==> config.mk <==
export PLATFORM = sky130hd
export DESIGN_NAME = add_result_accumulator
export DESIGN_NICKNAME = d
export VERILOG_FILES = /design/src/rtl/add_result_accumulator.sv
export SDC_FILE = /design/constraint.sdc
export NUM_CORES = 1
export LEC_CHECK = 0
export BUFFER_PORTS_ARGS = -buffer_cell sky130_fd_sc_hd__buf_2
export CORE_ASPECT_RATIO = 2
export CORE_MARGIN = 2
export CORE_UTILIZATION = 48
export DETAILED_ROUTE_END_ITERATION = 16
export MAX_ROUTING_LAYER = met4
export PLACE_DENSITY = 0.71
export SLEW_MARGIN = 0
export SYNTH_ARGS = -nofsm -noshare
export SYNTH_HDL_FRONTEND = slang
export SYNTH_SLANG_ARGS = --single-unit
==> constraint.sdc <==
create_clock -name i_clk -period 3.2 [get_ports i_clk]
set_input_delay 0.8 -clock i_clk [delete_from_list [all_inputs] [get_ports i_clk]]
set_output_delay 0.8 -clock i_clk [all_outputs]
set_load 0.02 [all_outputs]
==> src/rtl/add_result_accumulator.sv <==
// add_result_accumulator: sums a programmed burst of adder results and counts carry-outs.
// Define ACC_SATURATE_EN to clamp the sum at all-ones instead of wrapping.
module add_result_accumulator #(
    parameter int WIDTH       = 32,
    parameter int ACC_WIDTH   = 64,
    parameter int COUNT_WIDTH = 8
) (
    input  logic                   i_clk,
    input  logic                   i_rst_n,
    input  logic                   i_start,
    input  logic [COUNT_WIDTH-1:0] i_len,
    input  logic                   i_valid,
    output logic                   o_ready,
    input  logic [WIDTH:0]         i_result,
    output logic                   o_valid,
    input  logic                   i_ready,
    output logic [ACC_WIDTH-1:0]   o_sum,
    output logic [COUNT_WIDTH-1:0] o_carry_cnt,
    output logic                   o_overflow,
    output logic                   o_busy
);
    typedef enum logic [1:0] {IDLE, ACCUM, HOLD} state_t;
    state_t state, state_n;
    logic [COUNT_WIDTH-1:0] remaining;
    logic                   accept;
    logic                   load;
    logic [ACC_WIDTH:0]     add_full;
    logic [ACC_WIDTH-1:0]   sum_n;

    assign accept   = (state == ACCUM) && i_valid;
    assign load     = (state == IDLE) && i_start;
    assign add_full = {1'b0, o_sum} + {{(ACC_WIDTH-WIDTH){1'b0}}, i_result};
`ifdef ACC_SATURATE_EN
    assign sum_n = add_full[ACC_WIDTH] ? '1 : add_full[ACC_WIDTH-1:0];
`else
    assign sum_n = add_full[ACC_WIDTH-1:0];
`endif
    // handshake flags decode straight from the state register
    assign o_ready = state == ACCUM;
    assign o_valid = state == HOLD;
    assign o_busy  = state != IDLE;

    always_ff @(posedge i_clk or negedge i_rst_n) begin
        if (!i_rst_n)
            state <= IDLE;
        else
            state <= state_n;
    end

    always_comb begin
        state_n = state;
        case (state)
            IDLE:    if (i_start) state_n = (i_len != '0) ? ACCUM : HOLD;
            ACCUM:   if (accept && remaining == COUNT_WIDTH'(1)) state_n = HOLD;
            HOLD:    if (i_ready) state_n = IDLE;
            default: state_n = IDLE;
        endcase
    end

    always_ff @(posedge i_clk or negedge i_rst_n) begin
        if (!i_rst_n) begin
            remaining   <= '0;
            o_sum       <= '0;
            o_carry_cnt <= '0;
            o_overflow  <= 1'b0;
        end else if (load) begin
            remaining   <= i_len;
            o_sum       <= '0;
            o_carry_cnt <= '0;
            o_overflow  <= 1'b0;
        end else if (accept) begin
            remaining   <= remaining - COUNT_WIDTH'(1);
            o_sum       <= sum_n;
            o_carry_cnt <= o_carry_cnt + {{(COUNT_WIDTH-1){1'b0}}, i_result[WIDTH]};
            o_overflow  <= o_overflow | add_full[ACC_WIDTH];
        end
    end
endmodule

After elaboration in Yosys (flattened, before gate mapping)
Cells that the tools add are included.
Word-level totals
  register bits: 83
  input bits: 46
  output and inout port bits: 76
  word-level logic and storage cells: 36
Cells by class
  $add $sub $neg: 3
  equality and inequality tests: 6
  mux-type cells: 13
  bitwise gates (word level): 1
  reduce and logical (&&, ||, !) cells: 8
Operator list (count)
  two-way mux 64 bit: 2
  adder 64 x 33 -> 65 bit: 1
  two-way mux 8 bit: 4
  adder 8 x 1 -> 8 bit: 1
  == test 8 x 1 -> 1 bit (second input constant): 1
  two-way mux 2 bit: 4
  nonzero test 8 bit: 1
  subtractor 8 x 1 -> 8 bit (second input constant): 1
  case mux 2 bit (3 select lines): 1
  != test 2 x 1 -> 1 bit (second input constant): 2
  nonzero test 2 bit: 2
  logical AND 1 bit: 3
  AND reduction 3 bit: 1
  == test 2 x 1 -> 1 bit (second input constant): 1
  == test 2 bit (second input constant): 1
  zero test 2 bit: 1
  two-way mux 1 bit: 2
  != test 2 bit (second input constant): 1
  bitwise OR 1 bit: 1

Depth between registers and ports, before layout
Gate-level depths: netlist of run 1.
  word-level depth: 5
  mapped depth: 12
  gate-level depth less buffers: 10

Least setup slack after synthesis of run 1
No wires, ideal clock.
  kind: input-to-reg
  start: input i_result[0]
  end: register o_sum[18]
  data arrival time: 2979 ps
  setup slack: 87 ps
  cell stages on the path: 10
  buffers on the path: 0
  cell sequence: ha_1 > fa_1 > a211oi_1 > o211ai_2 > and3b_1 > or2_2 > a31o_2 > a21boi_0 > xor2_1 > o21ai_0
Between the ends
  cells in the longest elaborated chain, start to end: 3
Ends and longest elaborated chain
  from (decl): line 14  | input logic [WIDTH:0] i_result,
  adder 64 x 33 -> 65 bit: line 32  | assign add_full = {1'b0, o_sum} + {{(ACC_WIDTH-WIDTH){1'b0}}, i_result};
  two-way mux 64 bit: line 71  | end else if (accept) begin
  two-way mux 64 bit: line 66  | end else if (load) begin
  to (signal assigned): line 73  | o_sum <= sum_n;
  to (decl): line 17  | output logic [ACC_WIDTH-1:0] o_sum,
Every way passes these cells. The select of a mux whose other input is x is not followed.
A chain may end at the register's enable or synchronous reset.

Worst setup path after layout of run 1
  start: input i_result[0]
  end: register o_sum[20]
The elaborated chain is that of the path after synthesis.

==> results.py, run 1 <==
metrics = {
    "run_status": {
        "status": "complete, no violations",
    },
    "drt": {
        "viasPerCell": 5.89,
        "wirelength_mm": 16.3,
        "drtIter0Drc": 232,
        "dr.pass1.iters": 5,
        "wl_per_cell_um": 17.6,
        "route.detailed.drc": 0,
        "vias": 5451,
        "ant_nets": 0,
    },
    "synth": {
        "yosys.area.top_type": "dfrtp_1",
        "async_reset_ff_frac": 1.00,
        "avgSynthCellArea_um2": 8.89,
        "ys_warn_count": 0,
        "synth.area.top_cells": "dfrtp_1 (36%), ha_1 (8.1%), xnor2_1 (4.9%)",
        "synth_top_area_share": 0.364,
        "synth_cells": 642,
        "synth_cell_types": 68,
        "ys_seq_area_frac": 0.364,
        "synth-seq-cells": 83,
        "syn-cell-area_um2": 5710,
        "synth_edf_count": 0,
        "synth_fp_nets": 726,
        "ys.flop_type": "dfrtp_1",
    },
    "floorplan": {
        "die_w_um": 81.1,
        "start_util": 0.491,
        "core_region_area_um2": 11600,
        "io_pins": 122,
        "die-area_um2": 12800,
        "die_h_um": 158,
        "num_rows": 56,
    },
    "worst_setup_path": {
        "cp_max_fo": 3,
        "r2r-end": "o_sum[20]",
        "rr_worst_depth": 11,
        "worst_ep_required_time_ps": 3400,
        "r2r_slack_ps": 400,
        "critPathCaptureType": "flip-flop",
        "critPathLaunchType": "primary input",
        "criticalPathCategory": "primary input to flip-flop",
        "startpoint": "i_result[0]",
        "endpoint": "o_sum[20]",
        "worstPathArrival_ps": 3160,
        "reg2reg_from": "o_sum[0]",
    },
    "clock_network": {
        "numCtsBuffers": 9,
        "path_clk_slew_ps": 60,
        "ctsRootBufferMaster": "clkbuf_16",
        "clk_latency_ps": 340,
        "cts_tree": "done",
        "ctsHtreeMaxLevel": 3,
        "clkSinkCount": 83,
        "clk_path_buf_depth": 2,
    },
    "cells_and_area": {
        "drive_gt1_frac": 0.251,
        "layout_commonest_cell": "buf_2",
        "layout.nets": 860,
        "final_cells": 925,
        "syn_to_final_growth_pct": 20.9,
        "final_cell_mix": "buf_2 (120), dfrtp_1 (83), nand2_1 (73)",
        "antenna_cells": 0,
    },
    "placement": {
        "dp_hpwl_mm": 12.2,
        "preCtsSetupSlack_ps": -234,
        "io_buffers": 121,
        "routabilityCongestion": 0.943,
        "dp.cells": 910,
    },
    "sta": {
        "fmax_mhz": 338,
        "finalHoldViolations": 0,
        "setup_violations": 0,
        "relSlewSlack": 0.659,
        "clock_skew_ps": 5.98,
        "tightest_slew_ps": 512,
        "layout_min_cycle_time_ps": 2960,
        "whs_ps": 431,
        "min_period_over_period": 0.924,
        "worst_slack_ps": 242,
        "slew_viol_final": 0,
        "setup_tns_ps": 0,
        "rsz0062_at_grt": "no",
    },
    "pwr": {
        "power_leakage_nw": 3.28,
        "power.density_nw_per_um2": 792,
        "power_mw": 5.47,
        "ir_worst_vdd_mv": 0.456,
    },
    "flow_run": {
        "maxCapViolations": 0,
    },
    "grt": {
        "grt.total_usage": 0.268,
        "antenna_found_initial": 0,
        "grt_max_degree": 49,
        "grt_pass1_wl_mm": 26.2,
        "gr-total-overflow": 0,
        "grt_pass1_vias": 5554,
    },
    "worst_hold_path": {
        "holdCritPathClass": "primary input to asynchronous set/reset pin",
    },
}
[worst min path at each step]
stage / startpoint / endpoint
floorplan: remaining[6] / remaining[6]
global placement: o_sum[10] / o_sum[10]
detailed placement: o_sum[7] / o_sum[7]
CTS: i_rst_n / state[0]
global route: i_rst_n / state[0]
finish: i_rst_n / state[0]
[flip-flops by register name (all words and copies together) (netlist names)]
signal       cells
o_overflow       1
state            2
o_sum           64
o_carry_cnt      8
remaining        8
[area by class of cell]
type / count / area [µm²]
Fill cell: 1078 / 4730
Multi-Input combinational cell: 517 / 3450
Sequential cell: 83 / 2080
Timing Repair Buffer: 152 / 866
Clock buffer: 11 / 253
Tap cell: 145 / 181
Inverter: 13 / 48.8
Clock inverter: 4 / 26.3
[worst max-delay path, cell delays in order]
cell	delay, ps
buf_2	100
ha_1	210
fa_1	410
a211oi_2	220
buf_4	140
o211ai_2	100
and3b_1	200
or2_2	310
a31o_2	280
a21oi_1	160
xor2_1	150
o21ai_0	80
[power breakdown]
part	switching [mW]	total (mW)	internal, mW
combinational	1.83	2.98	1.15
sequential	0.199	1.49	1.29
clock	0.432	0.995	0.563
[cell usage after synthesis, types with 7 or more instances]
cell type and count:
or3_1 10, nand4_1 14, a21oi_1 48, clkbuf_1 18, ha_1 37, xnor2_1 32, o211ai_1 11, or4_1 7
o21ai_0 52, nand3_1 28, dfrtp_1 83, o31ai_1 7, nor2_1 52, a21o_1 13, nand2_1 73, inv_1 13
a211oi_1 7, nor3_1 9, xor2_1 16
[metal layers]
metal	up-vias	part of all wire	wire length, µm	track usage
met3	30	0.042	687	0.0296
li1	2618	-	-	-
met1	2641	0.36	5930	0.283
met4	0	0.024	394	0.0912
met2	162	0.57	9290	0.501
met5	-	0	0	-
[cell families after synthesis]
group,Yosys count,share of synthesized area
simple gates,231,0.203
mux,3,0.00526
xor+xnor,48,0.0736
compound gates,197,0.236
buf+inv,42,0.0335
fa+ha+maj,38,0.0846
flops,83,0.364
[stage by stage]
| stage | utilization | area (µm²) |
|---|---|---|
| after global placement | 0.569 | 6620 |
| after detailed placement | 0.569 | 6620 |
| after global routing | 0.593 | 6900 |
| after CTS | 0.593 | 6900 |
| final | 0.593 | 6900 |
| after floorplan | - | 5710 |
[repair_timing]
action / 4_1_cts / 5_1_grt
resized for setup: 0 / 2
hold buffers: 0 / 0
buffers inserted: 0 / 0
endpoints found under the setup margin: 0 / 2
(Power assumes the default switching activity.)
==> run 2, diff against run 1 <==
--- a/config.mk
+++ b/config.mk
@@ -10,8 +10,10 @@
 export CORE_MARGIN = 2
 export CORE_UTILIZATION = 48
 export DETAILED_ROUTE_END_ITERATION = 16
+export HOLD_SLACK_MARGIN = 0.02
 export MAX_ROUTING_LAYER = met4
 export PLACE_DENSITY = 0.71
+export RECOVER_POWER = 50
 export SLEW_MARGIN = 0
 export SYNTH_ARGS = -nofsm -noshare
 export SYNTH_HDL_FRONTEND = slang
==> results.py, run 2 (synthesis results as in run 1) <==
metrics = {
    "sta": {
        "layout_min_cycle_time_ps": 2960,
        "fmax_mhz": 338,
        "min_period_over_period": 0.926,
        "worst_slack_ps": 237,
        "clock_skew_ps": 4.93,
        "relSlewSlack": -0.431,
        "tightest_slew_ps": 2150,
        "slew_viol_final": 36,
        "setup_tns_ps": 0,
        "rsz0062_at_grt": "no",
        "setup_violations": 0,
        "finalHoldViolations": 0,
    },
    "worst_setup_path": {
        "worstPathArrival_ps": 3160,
        "criticalPathCategory": "primary input to flip-flop",
        "cp_max_fo": 3,
        "slowest_stage": "fa_1",
        "worstPathCellList": "buf_2 > ha_1 > fa_1 > a211oi_2 > buf_4 > o211ai_2 > and3b_1 > or2_2 > a31o_2 > a21oi_1 > xor2_1 > o21ai_0",
        "critPathLaunchType": "primary input",
        "r2r_slack_ps": 400,
        "critPathCaptureType": "flip-flop",
        "max_stage_delay_ps": 410,
        "worst_ep_required_time_ps": 3400,
        "critPathBufInv": 2,
        "cpLargestDelayFamily": "compound AO/OA/AOI/OAI gates",
    },
    "cells_and_area": {
        "regMostFlops": "o_sum",
        "largest_register_ffs": 64,
        "layout.nets": 860,
        "antenna_cells": 0,
        "layout_commonest_cell": "buf_2",
        "syn_to_final_growth_pct": 19.9,
        "final_util": 0.589,
        "largestRegisters": "o_sum: 64 flops, o_carry_cnt: 8 flops, remaining: 8 flops",
        "drive_gt1_frac": 0.204,
        "final_cell_mix": "buf_2 (85), dfrtp_1 (83), nand2_1 (73)",
    },
    "clock_network": {
        "ctsRootBufferMaster": "clkbuf_16",
        "cts_hold_buffers": 0,
        "cts_tree": "done",
        "clk_latency_ps": 330,
        "ctsHtreeMaxLevel": 3,
        "cts_setup_buffers": 0,
        "clkSinkCount": 83,
        "path_clk_slew_ps": 60,
        "numCtsBuffers": 9,
        "clk_path_buf_depth": 2,
    },
    "grt": {
        "grt_pass1_vias": 5554,
        "grt.total_usage": 0.268,
        "antenna_found_initial": 0,
        "gr-total-overflow": 0,
        "grt_max_degree": 49,
        "grt_pass1_wl_mm": 26.2,
    },
    "drt": {
        "drtIter0Drc": 264,
        "route.detailed.drc": 0,
        "ant_nets": 0,
        "viasPerCell": 5.89,
        "wirelength_mm": 16.3,
        "vias": 5446,
        "dr.pass1.iters": 5,
        "wl_per_cell_um": 17.6,
    },
    "pwr": {
        "ir_worst_vdd_mv": 0.448,
        "power_mw": 5.43,
        "power.density_nw_per_um2": 793,
        "power_leakage_nw": 3.14,
    },
    "worst_hold_path": {
        "holdCritPathClass": "flip-flop to flip-flop",
    },
    "run_status": {
        "violations": "max-capacitance violations, max-slew violations",
        "status": "finished, violations left",
    },
    "floorplan": {
        "start_util": 0.491,
        "die-area_um2": 12800,
        "die_w_um": 81.1,
        "die_h_um": 158,
        "core_region_area_um2": 11600,
        "num_rows": 56,
        "io_pins": 122,
    },
    "placement": {
        "dp_hpwl_mm": 12.2,
        "preCtsSetupSlack_ps": -234,
        "io_buffers": 121,
        "routabilityCongestion": 0.943,
    },
    "flow_run": {
        "maxCapViolations": 1,
    },
}
[run 2: cell type report]
type	instances	area (µm²)
fill	1101	4780
multi-input combinational	517	3450
sequential	83	2080
timing repair buffer	152	816
clock buffer	11	253
tap	145	181
inverter	13	48.8
clock inverter	4	26.3
[run 2: report_power, final]
group / internal, mW / leakage, nW / switching (mW) / total, mW
combinational: 1.11 / 1.89 / 1.83 / 2.95
clock: 0.563 / 0.137 / 0.428 / 0.991
sequential: 1.29 / 1.11 / 0.203 / 1.49
[run 2: repair_timing]
| action | CTS | global route |
|---|---|---|
| resized for setup | 0 | 2 |
| endpoints found under the hold margin | 0 | 0 |
| setup endpoints to repair | 0 | 2 |
[run 2: metal layers]
layer,up-vias,GRT usage,part of all wire
met5,-,-,0
met4,0,0.0912,0.023
met3,28,0.0296,0.040
met2,164,0.501,0.57
met1,2634,0.283,0.36
li1,2620,-,-
[run 2: worst paths after layout]
kind	start	cells after the start	end
max in group asynchronous	i_rst_n	1	o_sum[25]
min	o_sum[7]	2	o_sum[7]
min in group asynchronous	i_rst_n	1	state[0]
max	i_result[0]	12	o_sum[20]
max reg2reg	o_sum[0]	11	o_sum[20]
min reg2reg	o_sum[7]	2	o_sum[7]
[run 2: tightest hold or removal path: stages, from the launching register on]
cell and delay, ps:
dfrtp_1 360, nand2_1 50, o21ai_0 60
[run 2: metrics by stage]
stage          std cells  hold slack [ps]  instance area [µm²]
2_1_floorplan        642              482                 5710
3_3_place_gp         910              487                 6620
3_5_place_dp         910              500                 6620
4_1_cts              925              447                 6900
5_1_grt              925              535                 6850
6_report             925              511                 6850
==> run 3, diff against run 2 <==
--- a/config.mk
+++ b/config.mk
@@ -8,11 +8,12 @@
 export BUFFER_PORTS_ARGS = -buffer_cell sky130_fd_sc_hd__buf_2
 export CORE_ASPECT_RATIO = 2
 export CORE_MARGIN = 2
-export CORE_UTILIZATION = 48
+export CORE_UTILIZATION = 56
 export DETAILED_ROUTE_END_ITERATION = 16
+export GPL_ROUTABILITY_DRIVEN = 1
 export HOLD_SLACK_MARGIN = 0.02
 export MAX_ROUTING_LAYER = met4
-export PLACE_DENSITY = 0.71
+export PLACE_DENSITY = 0.82
 export RECOVER_POWER = 50
 export SLEW_MARGIN = 0
 export SYNTH_ARGS = -nofsm -noshare
==> results.py, run 3 (synthesis results as in run 1) <==
metrics = {
    "grt": {
        "gr-total-overflow": 0,
        "antenna_found_initial": 0,
        "grt_max_degree": 84,
        "grt_pass1_vias": 5647,
        "grt.total_usage": 0.305,
        "grt_pass1_wl_mm": 25.9,
    },
    "drt": {
        "vias": 5514,
        "drtIter0Drc": 348,
        "wirelength_mm": 16.0,
        "dr.pass1.iters": 7,
        "viasPerCell": 6.05,
        "wl_per_cell_um": 17.6,
        "ant_nets": 0,
        "route.detailed.drc": 0,
    },
    "run_status": {
        "status": "finished, violations left",
        "violations": "max-capacitance violations, max-slew violations",
    },
    "cells_and_area": {
        "largestRegisters": "o_sum: 64 flops, o_carry_cnt: 8 flops, remaining: 8 flops",
        "syn_to_final_growth_pct": 19.9,
        "fin_area_um2": 6840,
        "largest_register_ffs": 64,
        "antenna_cells": 0,
        "regMostFlops": "o_sum",
        "drive_gt1_frac": 0.201,
        "final_cells": 911,
        "nFillCells": 859,
        "final_cell_mix": "buf_2 (84), dfrtp_1 (83), nand2_1 (73)",
        "final-seq-area_um2": 2080,
        "layout.nets": 856,
        "multi_input_area_um2": 3450,
        "final_util": 0.683,
        "layout_commonest_cell": "buf_2",
    },
    "worst_setup_path": {
        "worstPathCellList": "buf_2 > ha_1 > fa_1 > a211oi_2 > o211ai_2 > and3b_1 > or2_2 > a31o_2 > a21boi_0 > xor2_1 > o21ai_0",
        "cp_max_fo": 3,
        "worstPathArrival_ps": 3250,
        "criticalPathCategory": "primary input to flip-flop",
        "worst_ep_required_time_ps": 3420,
        "slowest_stage": "fa_1",
        "max_stage_delay_ps": 450,
        "critPathLaunchType": "primary input",
        "critPathCaptureType": "flip-flop",
    },
    "worst_hold_path": {
        "holdCritPathClass": "flip-flop to flip-flop",
    },
    "flow_run": {
        "maxCapViolations": 1,
    },
    "sta": {
        "rsz0062_at_grt": "no",
        "slew_viol_final": 84,
        "clock_skew_ps": 8.52,
        "setup_tns_ps": 0,
        "finalHoldViolations": 0,
        "setup_violations": 0,
        "whs_ps": 515,
        "relSlewSlack": -0.409,
        "layout_min_cycle_time_ps": 3030,
        "worst_slack_ps": 168,
        "fmax_mhz": 330,
        "min_period_over_period": 0.948,
        "tightest_slew_ps": 2110,
    },
    "floorplan": {
        "num_rows": 52,
        "core_region_area_um2": 10000,
        "io_pins": 122,
        "die-area_um2": 11100,
        "die_h_um": 147,
        "start_util": 0.570,
        "die_w_um": 75.4,
    },
    "clock_network": {
        "path_clk_slew_ps": 70,
        "ctsRootBufferMaster": "clkbuf_16",
        "numCtsBuffers": 9,
        "clk_path_buf_depth": 2,
        "clk_latency_ps": 340,
        "clkSinkCount": 83,
        "cts_setup_buffers": 0,
        "ctsHtreeMaxLevel": 3,
        "cts_tree": "done",
    },
    "placement": {
        "io_buffers": 121,
        "routabilityCongestion": 0.949,
        "preCtsSetupSlack_ps": -279,
        "postPlaceCellArea_um2": 6570,
        "dp.cells": 896,
        "dp_hpwl_mm": 11.9,
    },
    "pwr": {
        "power_mw": 5.55,
        "power.density_nw_per_um2": 811,
        "power_leakage_nw": 3.14,
        "ir_worst_vdd_mv": 0.550,
    },
}
[run 3: cell types whose count changed in the layout (fill, tap and decap cells not counted), moves of 2 or more]
| cell | before | now |
|---|---|---|
| inv_6 | 0 | 2 |
| buf_4 | 28 | 25 |
| bufinv_16 | 0 | 2 |
| clkinv_2 | 2 | 0 |
[run 3: layer usage]
layer	global-route usage	vias up	wire (µm)
met1	0.315	2663	5640
met2	0.550	183	8950
met3	0.0343	54	746
met5	-	-	0
li1	-	2614	-
met4	0.139	0	654
[run 3: critical path: cells and delay by family]
family	cells	cell delay [ps]
AO/OA/AOI/OAI	5	1020
adder cells (fa/ha/maj)	2	670
AND/OR/NAND/NOR	2	500
XOR/XNOR	1	160
buffers and inverters	1	100
[run 3: path summary, 6_finish.rpt]
| kind | from | endpoint | slack, ps | cells after the start |
|---|---|---|---|---|
| setup / recovery | i_result[0] | o_sum[18] | 170 | 11 |
| hold / removal | o_sum[2] | o_sum[2] | 510 | 2 |
| setup reg to reg | o_sum[0] | o_sum[18] | 330 | 10 |
| hold reg to reg | o_sum[2] | o_sum[2] | 510 | 2 |
| max in group asynchronous | i_rst_n | o_sum[12] | 770 | 2 |
| min in group asynchronous | i_rst_n | state[1] | 1160 | 2 |
[run 3: area by class of cell]
type	instances	area share
multi-input combinational	517	0.504
sequential	83	0.304
timing repair buffer	148	0.113
clock buffer	10	0.0349
tap	135	0.0247
clock inverter	5	0.0124
inverter	13	0.00713
[run 3: power by group]
part           total (mW)  switching [mW]  internal [mW]
sequential           1.50           0.208           1.29
combinational        2.91            1.82           1.08
clock                1.14           0.438          0.706
[run 3: timing repair]
item | CTS | global route
resized for setup | 0 | 1
hold buffers | 0 | 0
setup endpoints to repair | 0 | 1
